## src/rtl/output_port_allocator.sv

```systemverilog
// output_port_allocator
// Per-output-port packet allocator for a 5-port router (L, N, E, W, S).
// It grants this output to one input for a whole packet, from header to tail,
// using round-robin fairness. Flit transfer is gated by credit-based flow
// control toward the downstream buffer. A stall watchdog forces a release
// when a granted packet stops moving.
//
// Ports:
//   clk          rising-edge clock
//   rst          asynchronous active-low reset
//   req[4:0]     flit present at input head (bit0=L, 1=N, 2=E, 3=W, 4=S)
//   flit_id[14:0] 3-bit flit type per input k at [3k+2:3k]
//                (001 header, 010 body, 100 tail, 101 single-flit packet)
//   credit_in    one-cycle pulse when the downstream buffer frees a slot
//   grant[4:0]   registered one-hot grant (crossbar select), 0 when idle
//   fire         combinational; the granted input's flit moves this cycle
//   credit_cnt   credits currently available
//   busy         registered; high while a packet holds the output
//   timeout_err  registered one-cycle pulse on a watchdog release
module output_port_allocator #(
    parameter int unsigned CREDITS  = 4,
    parameter int unsigned MAX_HOLD = 255
) (
    input  logic        clk,
    input  logic        rst,
    input  logic [4:0]  req,
    input  logic [14:0] flit_id,
    input  logic        credit_in,
    output logic [4:0]  grant,
    output logic        fire,
    output logic [2:0]  credit_cnt,
    output logic        busy,
    output logic        timeout_err
);

    localparam int unsigned N_PORTS = 5;
    localparam int unsigned ID_W    = 3;
    localparam int unsigned IDX_W   = 3;
    localparam int unsigned CNT_W   = 3;
    localparam int unsigned HOLD_W  = 8;

    typedef enum logic [0:0] {
        IDLE   = 1'b0,
        LOCKED = 1'b1
    } state_t;

    state_t             state;
    logic [IDX_W-1:0]   rr_ptr;
    logic [IDX_W-1:0]   gidx;
    logic [HOLD_W-1:0]  stall_cnt;

    logic [N_PORTS-1:0] eligible;
    logic [N_PORTS-1:0] tail_bits;
    logic [N_PORTS-1:0] body_bits_unused;
    logic               win_found;
    logic [IDX_W-1:0]   win_idx;
    logic               tail_hit;

    // (base + off) mod 5, valid for base <= 4 and off <= 5
    function automatic logic [IDX_W-1:0] wrap_idx(input logic [IDX_W-1:0] base,
                                                  input int unsigned off);
        int unsigned s;
        s = 32'(base) + off;
        if (s >= N_PORTS) begin
            s = s - N_PORTS;
        end
        return IDX_W'(s);
    endfunction

    // Per-input decode of the flit type at each head
    always_comb begin
        eligible         = '0;
        tail_bits        = '0;
        body_bits_unused = '0;
        for (int unsigned k = 0; k < N_PORTS; k++) begin
            eligible[k]         = req[k] & flit_id[ID_W*k];
            tail_bits[k]        = flit_id[ID_W*k + 2];
            body_bits_unused[k] = flit_id[ID_W*k + 1];
        end
    end

    // Round-robin search: scan farthest to nearest so the nearest eligible
    // input after rr_ptr is the one left standing.
    always_comb begin
        win_found = 1'b0;
        win_idx   = '0;
        for (int unsigned i = N_PORTS; i >= 1; i--) begin
            if (eligible[wrap_idx(rr_ptr, i)]) begin
                win_found = 1'b1;
                win_idx   = wrap_idx(rr_ptr, i);
            end
        end
    end

    // grant is one-hot, so masking avoids indexing by gidx
    assign fire     = busy & (|(req & grant)) & (credit_cnt != '0);
    assign tail_hit = |(tail_bits & grant);

    // Allocation FSM, credit counter and stall watchdog
    always_ff @(posedge clk or negedge rst) begin
        if (!rst) begin
            state       <= IDLE;
            grant       <= '0;
            gidx        <= '0;
            busy        <= 1'b0;
            timeout_err <= 1'b0;
            rr_ptr      <= IDX_W'(N_PORTS - 1);
            stall_cnt   <= '0;
            credit_cnt  <= CNT_W'(CREDITS);
        end else begin
            timeout_err <= 1'b0;

            // A simultaneous fire and credit_in cancel out; the count saturates at CREDITS
            if (fire && !credit_in) begin
                credit_cnt <= credit_cnt - CNT_W'(1);
            end else if (!fire && credit_in && (credit_cnt != CNT_W'(CREDITS))) begin
                credit_cnt <= credit_cnt + CNT_W'(1);
            end

            case (state)
                IDLE: begin
                    if (win_found) begin
                        state     <= LOCKED;
                        grant     <= N_PORTS'(1) << win_idx;
                        gidx      <= win_idx;
                        busy      <= 1'b1;
                        stall_cnt <= '0;
                    end
                end
                LOCKED: begin
                    if (fire) begin
                        if (tail_hit) begin
                            state  <= IDLE;
                            grant  <= '0;
                            busy   <= 1'b0;
                            rr_ptr <= gidx;
                        end else begin
                            stall_cnt <= '0;
                        end
                    end else if (stall_cnt == HOLD_W'(MAX_HOLD - 1)) begin
                        // Watchdog: the packet stalled too long, so give up the output
                        state       <= IDLE;
                        grant       <= '0;
                        busy        <= 1'b0;
                        rr_ptr      <= gidx;
                        timeout_err <= 1'b1;
                    end else begin
                        stall_cnt <= stall_cnt + HOLD_W'(1);
                    end
                end
                default: begin
                    state <= IDLE;
                end
            endcase
        end
    end

endmodule

```

## config.mk

```make
export PLATFORM = sky130hd
export DESIGN_NAME = output_port_allocator
export DESIGN_NICKNAME = d
export VERILOG_FILES = /design/src/rtl/output_port_allocator.sv
export SDC_FILE = /design/constraint.sdc
export NUM_CORES = 1
export LEC_CHECK = 0
export ABC_AREA = 0
export BUFFER_PORTS_ARGS = -buffer_cell sky130_fd_sc_hd__buf_2
export CAP_MARGIN = 20
export CORE_AREA = 2 2 67 69
export CTS_BUF_LIST = sky130_fd_sc_hd__clkbuf_4 sky130_fd_sc_hd__clkbuf_8
export DETAILED_ROUTE_END_ITERATION = 16
export DIE_AREA = 0 0 69 71
export HOLD_SLACK_MARGIN = 0.1
export PLACE_DENSITY = 0.81
export SLEW_MARGIN = 20
export SYNTH_ARGS = -nofsm -noshare
export SYNTH_HDL_FRONTEND = slang
export SYNTH_SLANG_ARGS = --single-unit
export TNS_END_PERCENT = 1
```

## constraint.sdc

```tcl
create_clock -name clk -period 5.35 [get_ports clk]
set_input_delay 0 -clock clk [delete_from_list [all_inputs] [get_ports clk]]
set_output_delay 0 -clock clk [all_outputs]
set_load 0.005 [all_outputs]
```

### Word-level counts from Yosys, hierarchy flattened

Cells that the tools add are included.
W data, S select, Z words.

* flip-flop bits (word level): 25
* output and inout port bits: 11
* word-level logic and storage cells: 117

* equal/unequal tests: 8
* bitwise logic cells: 10
* shifts and indexed selects: 1
* $add $sub $neg: 13
* reduce and logical (&&, ||, !) cells: 14
* $lt $le $gt $ge: 10
* multiplexer cells: 53

Operators with widths (count)
* $mux W3: 15
* $mux W8: 4
* $mux W1: 21
* $ge A4 B3 Y1 const B: 5
* $lt A3 B4 Y1 const B: 5
* $mux W5: 4
* $pmux W8 S2: 1
* $bmux W1 S3: 5
* $sub A3 B3 Y3 const B: 5
* $and A5 B5 Y5: 2
* $pmux W5 S2: 1
* $reduce_or A5 Y1: 2
* $ne A3 B3 Y1 const B: 3
* $reduce_and A3 Y1: 3
* $add A3 B2 Y4 const B: 2
* $add A3 B3 Y4 const B: 2
* $add A8 B1 Y8 const B: 1
* $eq A8 B8 Y1 const B: 1
* $and A1 B1 Y1: 7
* $ne A3 B2 Y1 const B: 2
* $shl A1 B3 Y5 const A: 1
* $add A3 B1 Y4 const B: 1
* $pmux W1 S2: 2
* $reduce_bool A2 Y1: 2
* 9 further kinds: 12

### Logic depth before layout (Yosys ltp)

* depth after elaboration: 13
* depth in mapped cells: 16
* gate-level depth less buffers: 12

### Worst setup path after synthesis

No wires, ideal clock.

* path type: flip-flop to flip-flop
* start: reg rr_ptr[0]
* end: reg stall_cnt[6]
* data arrival time: 3196 ps
* library setup time: 81 ps
* stages on the path, launching flop included: 17
* setup slack: 2073 ps
* required time: 5269 ps
* period minus slack after synthesis: 3277 ps
* cells stage by stage: dfrtp_1 > buf_2 > buf_4 > inv_1 > buf_4 > ha_1 > inv_1 > fa_1 > clkbuf_1 > a211o_1 > o21ai_1 > mux2i_1 > o21ai_0 > or3_4 > o31ai_4 > inv_2 > a31oi_2

* longest elaborated chain between the ends: 12
* elaborated cells between the ends (all ways): 37
* classes of those cells: add/sub: 10; order compare: 5; eq/ne: 1; mux: 20; reduce/logical: 1

RTL lines
* start, declared: RTL line 48 `logic [IDX_W-1:0] rr_ptr;`
* start signal, assigned: RTL line 107 `rr_ptr <= IDX_W'(N_PORTS - 1);`
* start signal, assigned: RTL line 136 `rr_ptr <= gidx;`
* start signal, assigned: RTL line 145 `rr_ptr <= gidx;`
* $add A3 B3 Y4: RTL line 63 `s = 32'(base) + off;`
* $ge A4 B3 Y1 or $sub A3 B3 Y3 (tied branches): RTL line 64, 65
* $mux W3: RTL line 64 `if (s >= N_PORTS) begin`
* $bmux W1 S3: RTL line 88 `if (eligible[wrap_idx(rr_ptr, i)]) begin`
* $mux W1 (not written as such): RTL line 88
* $mux W1 (4 in a row): RTL line 88
* $mux W1 *: RTL line 88
* $ne A2 B2 Y1 (no source line) *
* $reduce_and A3 Y1 (no source line) *
* end signal, assigned: RTL line 148 `stall_cnt <= stall_cnt + HOLD_W'(1);`
* end, declared: RTL line 50 `logic [HOLD_W-1:0] stall_cnt;`

Every way passes the cells marked *; elsewhere a longest branch is shown, timed or not. The select of a mux whose other input is x is not followed.
A chain may end at the register's enable or synchronous reset.

### Worst setup path in the final report

* start: reg rr_ptr[1]
* end: reg grant[4]

* longest elaborated chain between the ends: 13
* elaborated cells between the ends (all ways): 45
* classes of those cells: add/sub: 10; order compare: 5; eq/ne: 1; shift: 1; mux: 27; reduce/logical: 1

RTL lines
* $add A3 B3 Y4: RTL line 63
* $ge A4 B3 Y1 or $sub A3 B3 Y3 (tied branches): RTL line 64, 65
* $mux W3: RTL line 64
* $bmux W1 S3: RTL line 88
* $mux W1 (not written as such): RTL line 88
* $mux W3 (5 in a row): RTL line 88
* $shl A1 B3 Y5: RTL line 124 `grant <= N_PORTS'(1) << win_idx;`
* $mux W5: RTL line 122 `if (win_found) begin`
* $pmux W5 S2: RTL line 120 `case (state)`
* end signal, assigned: RTL line 124
* end, declared: RTL line 29 `output logic [4:0] grant,`

Several ways; a longest one is shown, not always the timed one. The select of a mux whose other input is x is not followed.

==> impl_metrics.tcl <==
set metrics [dict create \
    layout-drive-gt1-share 0.160 \
    port_buffers 28 \
    die_h_um 71 \
    synth_fp_nets 323 \
    slew_headroom 0.428 \
    fin_nets 344 \
    synth_top_area_cell "dfrtp_1" \
    numCtsBuffers 3 \
    area_delta_synth_final_pct 7.78 \
    routed_wirelength_um 5950 \
    power_density_nw_per_um2 620 \
    cts_tree "built" \
    grt.overflow.total 0 \
    ys_ff_latch 25 \
    cp.required_ps 5510 \
    cts.repair.resized 0 \
    clkLatencyLatePin_ps 270 \
    critPathMaxFanout 12 \
    outcome "finished, final reports clean" \
    routedWlPerCell_um 16.6 \
    synthTopCellsByArea "dfrtp_1 (24%), ha_1 (5.7%), o21ai_0 (5.2%)" \
    fillers 359 \
    cpMostUsedCell "inv_1" \
    crit_arrival_ps 3870 \
    ys_seq_area_frac 0.259 \
    fmax_mhz 270 \
    path_clk_slew_ps 90 \
    p_leak_nw 1.12 \
    hpwl_um 4530 \
    synthDistinctLibCells 65 \
    ios 34 \
    finalCritPeriodShare 0.693 \
    grt_pass1_wl_um 10100 \
    synth_edf_count 0 \
    fp.dieArea_um2 4900 \
    grt_pass1_vias 2121 \
    period_needed_ps 3710 \
    clock_path_buffers 2 \
    rsz0062_at_grt "false" \
    diodes 0 \
    postLayoutCellArea_um2 2620 \
    cap_violations 0 \
    grtUsageTotal 0.250 \
    synthDominantCellAreaShare 0.237 \
    final.setup.tns_ps 0 \
    final-setup-viol-count 0 \
    core_area_um2 4200 \
    cts_sinks 25 \
    drc 0 \
    root_buffer "clkbuf_8" \
    tightestPinTransition_ps 857 \
    start_util 0.578 \
    postSynthCellCount 287 \
    std_cell_rows 24 \
    gp_congestion 0.938 \
    async_flop_share 1.00 \
    drv_slew 0 \
    ir_drop_uv 348 \
    cts_hold_buffers 1 \
    dpl_cell_area_um2 2560 \
    post_cts_buffers 0 \
    cp_cell_sequence "inv_1 -> ha_1 -> inv_1 -> xnor2_1 -> mux2i_1 -> nor3_1 -> a21oi_1 -> a32o_1" \
    dr.pass1.iters 5 \
    synth.cell_area_um2 2430 \
    grt_max_degree 28 \
    hold_viol_final 0 \
    htreeDepth 1 \
    end_kind "flop" \
    critPathKind "reg2reg" \
    vias 2283 \
    ant_nets 0 \
    post-route-util 0.623 \
    startpoint_type "flop" \
    antenna_found_initial 0 \
    finClkSkew_ps 7.10 \
    yosys_warnings 0 \
    route.detailed.vias_per_inst 6.36 \
    dieWidth_um 69 \
    holdCritPathClass "in2reg" \
    syn_area_per_cell_um2 8.46 \
    yosys_most_used_dff "dfrtp_1" \
    critPathMaxStageDelay_ps 640 \
    crit_slowest_cell "dfrtp_1" \
    drtIter0Drc 206 \
]
-- registers in the layout, summed over array words and instances, names as in the netlist --
name	cells
gidx	3
stall_cnt	8
busy	1
state	1
timeout_err	1
credit_cnt	3
rr_ptr	3
grant	5
-- cells in the mapped netlist, types with 6 or more instances --
master and n:
nand4_1 7, ha_1 11, inv_1 11, clkbuf_1 6
nand3_1 8, dfrtp_1 23, a31oi_1 6, nor3_1 8
and2_1 7, a21oi_1 12, mux2i_1 9, nor2_1 19
nand2b_1 10, nor2b_1 8, nand2_1 23, o21ai_0 25
-- cell families (layout without fill, tap and decap cells) --
| kind of cell | Yosys count | after routing | share of synthesized area |
|---|---|---|---|
| simple gates | 113 | 113 | 0.261 |
| compound gates | 92 | 92 | 0.278 |
| buf+inv | 26 | 46 | 0.0525 |
| flops | 25 | 25 | 0.259 |
| fa+ha+maj | 13 | 13 | 0.0732 |
| mux | 11 | 11 | 0.0510 |
| xor+xnor | 7 | 7 | 0.0252 |
-- through the flow --
stage | power, mW | cells | worst slack, ps | hold WS [ps]
floorplan | 1.25 | 287 | 2070 | -296
global placement | 1.45 | 354 | 1860 | 22.6
detailed placement | 1.49 | 354 | 1760 | 26.6
CTS | 1.61 | 359 | 1720 | 122
global route | 1.77 | 359 | 1320 | 162
finish | 1.62 | 359 | 1640 | 132
-- power breakdown --
group | switching [mW] | leakage [nW] | internal, mW
combinational | 0.670 | 0.781 | 0.462
sequential | 0.107 | 0.316 | 0.269
clock | 0.0626 | 0.0217 | 0.0528
total | 0.840 | 1.12 | 0.784
-- critical path: cells and delay by family, from the launching register on --
kind | cells | cell delay, ps
DFF | 1 | 640
and+or+nand+nor | 1 | 590
AOI/OAI and AO/OA | 2 | 590
adders and majority gates | 1 | 580
xor gates and xnor gates | 1 | 480
buffers and inverters | 2 | 450
muxes | 1 | 270
-- layout by cell type (no fill, tap or decap), types with 3 or more instances in the layout --
cell type  netlist  layout
a211oi_1         3       3
a21o_1           3       3
a21oi_1         12      12
a31oi_1          6       6
a32o_1           4       4
and2_1           7       7
and3b_1          3       3
buf_2            3      28
clkbuf_8         0       3
dfrtp_1         23      23
ha_1            11      11
inv_1           11      11
mux2i_1          9       9
nand2_1         23      23
nand2b_1        10      10
nand3_1          8       8
nand3b_1         4       4
nand4_1          7       7
nor2_1          19      19
nor2b_1          8       8
nor3_1           8       8
o211ai_1         3       3
o21ai_0         25      25
o21ai_1          3       3
o2bb2ai_1        5       5
o31ai_1          5       5
xnor2_1          4       4
xor2_1           3       3
-- metal layers --
metal,track usage,wire (um),share of wire,vias to the layer above
met5,0,0,0,-
met4,0.0697,114,0.019,0
met3,0.0385,424,0.071,11
met2,0.428,2840,0.48,96
met1,0.330,2570,0.43,1067
li1,-,-,-,1109
-- final timing paths --
path | start | to | slack [ps] | cells past startpoint
setup / recovery | rr_ptr[1] | grant[4] | 1640 | 8
hold / removal | credit_in | credit_cnt[0] | 130 | 3
setup reg to reg | rr_ptr[1] | grant[4] | 1640 | 8
hold reg to reg | stall_cnt[7] | stall_cnt[7] | 510 | 1
max in group asynchronous | rst | gidx[1] | 4690 | 2
min in group asynchronous | rst | stall_cnt[4] | 280 | 2
-- layout make-up --
type / count / area [um^2] / share of cell area
Multi-Input combinational cell: 236 / 1670 / 0.639
Sequential cell: 25 / 628 / 0.240
Timing Repair Buffer: 30 / 158 / 0.0602
Tap cell: 52 / 65.1 / 0.0249
Inverter: 12 / 45.0 / 0.0172
Clock buffer: 3 / 41.3 / 0.0158
Clock inverter: 1 / 7.51 / 0.00287
Note: power is estimated with default switching activity, not from simulation.
